--- src/rtl/ysyx_23060025_mem_arbiter.sv ---
// Two-master memory arbiter: IFU and LSU share one memory port.
// Only one transaction is outstanding at a time. When both masters request
// together, round-robin arbitration gives the grant to the master that was
// not granted last. Request and response handshakes are passed straight
// through to the granted master. Non-granted masters see zero valid/ready.
module ysyx_23060025_mem_arbiter #(
    parameter int ADDR_W = 32,
    parameter int DATA_W = 32
) (
    input  logic                  clock,
    input  logic                  reset,

    input  logic                  ifu_req_valid,
    output logic                  ifu_req_ready,
    input  logic [ADDR_W-1:0]     ifu_addr,
    output logic                  ifu_rsp_valid,
    input  logic                  ifu_rsp_ready,
    output logic [DATA_W-1:0]     ifu_rdata,

    input  logic                  lsu_req_valid,
    output logic                  lsu_req_ready,
    input  logic                  lsu_wen,
    input  logic [ADDR_W-1:0]     lsu_addr,
    input  logic [DATA_W-1:0]     lsu_wdata,
    input  logic [DATA_W/8-1:0]   lsu_wstrb,
    output logic                  lsu_rsp_valid,
    input  logic                  lsu_rsp_ready,
    output logic [DATA_W-1:0]     lsu_rdata,

    output logic                  mem_req_valid,
    input  logic                  mem_req_ready,
    output logic                  mem_wen,
    output logic [ADDR_W-1:0]     mem_addr,
    output logic [DATA_W-1:0]     mem_wdata,
    output logic [DATA_W/8-1:0]   mem_wstrb,
    input  logic                  mem_rsp_valid,
    output logic                  mem_rsp_ready,
    input  logic [DATA_W-1:0]     mem_rdata
);

    localparam int STRB_W = DATA_W / 8;

    localparam logic GRANT_IFU = 1'b0;
    localparam logic GRANT_LSU = 1'b1;

    typedef enum logic [2:0] {
        ST_IDLE    = 3'd0,
        ST_REQ_IFU = 3'd1,
        ST_REQ_LSU = 3'd2,
        ST_RSP_IFU = 3'd3,
        ST_RSP_LSU = 3'd4
    } state_t;

    state_t state_reg;
    logic   last_grant_reg;

    // LSU wins in IDLE when it is the only requester, or when both request
    // and the IFU held the previous grant.
    logic pick_lsu;
    assign pick_lsu = lsu_req_valid && (!ifu_req_valid || (last_grant_reg == GRANT_IFU));

    // Transaction sequencer: IDLE -> REQ_x -> RSP_x -> IDLE, grant recorded on entry to REQ_x.
    always_ff @(posedge clock) begin
        if (reset) begin
            state_reg      <= ST_IDLE;
            last_grant_reg <= GRANT_IFU;
        end else begin
            case (state_reg)
                ST_IDLE: begin
                    if (pick_lsu) begin
                        state_reg      <= ST_REQ_LSU;
                        last_grant_reg <= GRANT_LSU;
                    end else if (ifu_req_valid) begin
                        state_reg      <= ST_REQ_IFU;
                        last_grant_reg <= GRANT_IFU;
                    end
                end
                ST_REQ_IFU: if (mem_req_ready) state_reg <= ST_RSP_IFU;
                ST_REQ_LSU: if (mem_req_ready) state_reg <= ST_RSP_LSU;
                ST_RSP_IFU: if (mem_rsp_valid && ifu_rsp_ready) state_reg <= ST_IDLE;
                ST_RSP_LSU: if (mem_rsp_valid && lsu_rsp_ready) state_reg <= ST_IDLE;
                default:    state_reg <= ST_IDLE;
            endcase
        end
    end

    // Phase selects decoded from the registered state.
    logic sel_req_ifu;
    logic sel_req_lsu;
    logic sel_rsp_ifu;
    logic sel_rsp_lsu;

    assign sel_req_ifu = (state_reg == ST_REQ_IFU);
    assign sel_req_lsu = (state_reg == ST_REQ_LSU);
    assign sel_rsp_ifu = (state_reg == ST_RSP_IFU);
    assign sel_rsp_lsu = (state_reg == ST_RSP_LSU);

    // Request channel: only the granted master sees mem_req_ready.
    assign mem_req_valid = sel_req_ifu | sel_req_lsu;
    assign ifu_req_ready = sel_req_ifu & mem_req_ready;
    assign lsu_req_ready = sel_req_lsu & mem_req_ready;

    // Address comes from the granted master; zero outside the request phase.
    assign mem_addr = ({ADDR_W{sel_req_ifu}} & ifu_addr)
                    | ({ADDR_W{sel_req_lsu}} & lsu_addr);

    // Instruction fetches are always reads, so only an LSU grant can write.
    assign mem_wen = sel_req_lsu & lsu_wen;

    // Store data and byte enables gated per byte lane; fetches drive zero.
    generate
        for (genvar gi = 0; gi < STRB_W; gi++) begin : g_lane
            assign mem_wstrb[gi]          = sel_req_lsu & lsu_wstrb[gi];
            assign mem_wdata[gi*8 +: 8]   = {8{sel_req_lsu}} & lsu_wdata[gi*8 +: 8];
        end
    endgenerate

    // Response channel: stray mem_rsp_valid outside RSP_x reaches nobody.
    assign ifu_rsp_valid = sel_rsp_ifu & mem_rsp_valid;
    assign lsu_rsp_valid = sel_rsp_lsu & mem_rsp_valid;
    assign mem_rsp_ready = (sel_rsp_ifu & ifu_rsp_ready)
                         | (sel_rsp_lsu & lsu_rsp_ready);

    // Read data is broadcast; the rsp_valid lines qualify it.
    assign ifu_rdata = mem_rdata;
    assign lsu_rdata = mem_rdata;

endmodule

--- config.mk ---
export PLATFORM = sky130hd
export DESIGN_NAME = ysyx_23060025_mem_arbiter
export DESIGN_NICKNAME = d
export VERILOG_FILES = /design/src/rtl/ysyx_23060025_mem_arbiter.sv
export SDC_FILE = /design/constraint.sdc
export NUM_CORES = 1
export LEC_CHECK = 0
export ABC_AREA = 1
export BUFFER_PORTS_ARGS = -buffer_cell sky130_fd_sc_hd__buf_2
export CELL_PAD_IN_SITES_DETAIL_PLACEMENT = 1
export CELL_PAD_IN_SITES_GLOBAL_PLACEMENT = 1
export CORE_AREA = 2 2 110 112
export CTS_CLUSTER_DIAMETER = 40
export DETAILED_ROUTE_END_ITERATION = 7
export DIE_AREA = 0 0 112 114
export GPL_TIMING_DRIVEN = 0
export PLACE_DENSITY = 0.77
export SYNTH_ARGS = -nofsm -noshare
export SYNTH_HDL_FRONTEND = slang
export SYNTH_SLANG_ARGS = --single-unit
export TNS_END_PERCENT = 50
--- constraint.sdc ---
create_clock -name clock -period 2.6 [get_ports clock]
set_input_delay 0.26 -clock clock [delete_from_list [all_inputs] [get_ports clock]]
set_output_delay 0.26 -clock clock [all_outputs]
set_load 0.01 [all_outputs]
==> run_results.csv <==
group,metric,value,unit
route,wl,7520,um
power_and_ir_drop,power_density,610,nW/um2
final_layout,seq_area,80.1,um2
worst_setup_path,rr_startpoint,"state_reg[0]",
clock_network,clk_latency,230,ps
place,pre_cts_slack,944,ps
timing,report.final.slew_viol_count,0,
final_layout,insertedDiodeCount,0,
global_routing,grt_pass1_vias,2286,
worst_setup_path,worst_setup_path_end_kind,"output pin",
clock_network,cts_resized,0,
worst_setup_path,reg2reg_to,"state_reg[0]",
global_routing,grt_max_degree,11,
route,wl_per_cell,11.8,um
global_routing,antenna_found_initial,0,
final_layout,nNetsFinal,631,
clock_network,clk_pin_slew,30,ps
timing,tightest_slew,340,ps
clock_network,htreeDepth,1,
clock_network,numCtsBuffers,3,
route,dr.pass1.iters,4,
clock_network,tritoncts,"built",
clock_network,cts_root_buffer,"clkbuf_16",
min_path,hp-class,"primary input to flip-flop",
worst_setup_path,rrSetupSlack,1250,ps
yosys,synth.largest_area_cell,"buf_4",
floorplanning,dieArea,12800,um2
route,drc,0,
clock_network,hold_buffers,0,
yosys,ys_top_cells_by_area,"buf_4 34%, a22o_1 19%, nor2_1 12%",
worst_setup_path,cp-start-kind,"flip-flop",
timing,finalCriticalPeriod,1870,ps
power_and_ir_drop,cellLeakagePower,2.05,nW
run,max-cap-violations,0,
floorplanning,core-area,11700,um2
final_layout,syn_to_final_growth,99.8,%
route,via_count,2359,
timing,relSlewSlack,77.3,%
final_layout,mostFrequentLayoutCell,"buf_2",
timing,skew,1.92,ps
timing,setup_tns,0,ps
final_layout,multiInputGateArea,651,um2
route,antenna_left,0,
floorplanning,num_rows,40,
min_path,hold-path-endpoint,"state_reg[2]",
floorplanning,start_util,12.8,%
min_path,hp-start,"reset",
floorplanning,die_h,114,um
final_layout,mostFrequentLayoutCells,"247 x buf_2, 68 x buf_4, 49 x nor2_1",
global_routing,track_usage,10.0,%
timing,setup_viol,0,
clock_network,clk_path_buf_depth,2,
floorplanning,chipWidth,112,um
timing,rsz0062_at_grt,"false",
global_routing,overflow,0,
yosys,synth-warning-count,0,
place,portBuffers,247,
route,drt_iter0_markers,74,
min_path,holdPathStages,2,
worst_setup_path,crit_type,"flip-flop to output pin",
final_layout,drive_above_1_share,68.4,%
route,vias_per_cell,3.71,
yosys,netlist_instances,238,
clock_network,post_cts_buffers,0,
global_routing,grt_pass1_wl,10800,um
worst_setup_path,worstRegToRegCells,6,
clock_network,clock_sinks,4,
power_and_ir_drop,peakVddDrop,347,uV
outcome,status,"finished clean",
yosys,avgSynthCellArea,6.29,um2
timing,fin_ws,732,ps
final_layout,num-fill-cells,1569,
timing,hold_viol,0,
final_layout,largest_reg_flops,3,
worst_setup_path,crit_required,2340,ps
yosys,yosysSeqAreaShare,5.35,%
worst_setup_path,crit_arrival,1610,ps
place,place_hpwl,6770,um
place,place.gp.congestion,0.788,
timing,fin_crit_sh,71.8,%
timing,timing.fmax,535,MHz
yosys,synth_cell_types,19,
worst_setup_path,cp_max_fo,10,
yosys,synth_top_cell_area_share,34.1,%
yosys,netlist_area,1500,um2
yosys,syn_nets,379,
floorplanning,ios,280,
yosys,ys_ff_latch,4,
## layer usage
metal  wire, um  up-vias  global-route usage, %
li1           -     1181                      -
met1       2610     1063                   11.0
met2       4260      112                   20.5
met3        613        3                   1.75
met4         36        0                   1.46
met5          0        -                      0
## stage by stage
step	util (%)	cells	hold WS [ps]	cell area, um2	total power [mW]
floorplan	-	238	329	1500	1.02
global placement	24.9	632	457	2920	1.56
detailed placement	24.9	632	467	2920	1.60
CTS	25.6	635	230	2990	1.86
global route	25.6	635	242	2990	1.98
finish	25.6	635	229	2990	1.83
## worst max path at each step
stage | endpoint | startpoint
after floorplan | mem_wdata[0] | state_reg[2]
final | mem_addr[19] | state_reg[2]
after global routing | mem_addr[19] | state_reg[1]
after global placement | mem_addr[19] | state_reg[2]
after CTS | mem_addr[19] | state_reg[2]
after detailed placement | mem_addr[19] | state_reg[2]
## worst max-delay path, stage by stage (launching register included)
cell and delay, ps:
dfxtp_1 490, inv_4 110, nand3_4 140, inv_2 110, buf_6 160, a22o_1 230
buf_2 150
## cells in the mapped netlist
master / number
nor2_1: 49
inv_1: 45
nand3_2: 1
nand3_4: 2
a21oi_1: 2
nor4_1: 2
nand2_1: 11
buf_6: 6
nand2_4: 1
nand3_1: 6
nor3_2: 1
a22o_1: 32
inv_2: 2
dfxtp_1: 4
inv_4: 2
a32o_1: 1
o21ai_0: 2
buf_4: 68
nand2_2: 1
## final cells by class
cell class                 instances  share of cell area (%)
multi-input combinational        111                    21.7
inverter                          49                    6.31
sequential                         4                    2.68
timing repair buffer             247                    41.3
buffer                            74                    19.3
clock buffer                       3                    2.51
tap                              147                    6.15
## power breakdown
part	internal [mW]	switching (mW)	leakage (nW)
Clock	0.197	0.0488	0.0370
Combinational	0.678	0.789	1.98
Sequential	0.0817	0.0316	0.0330
Total	0.957	0.870	2.05
## cells by family (layout without fill, tap and decap cells)
family | count (synthesis) | after routing | synth area share [%]
buf+inv | 123 | 373 | 51.2
simple gates | 74 | 74 | 22.7
compound gates | 37 | 37 | 20.7
flops | 4 | 4 | 5.35
No activity file was read; power rests on OpenSTA's default activity.
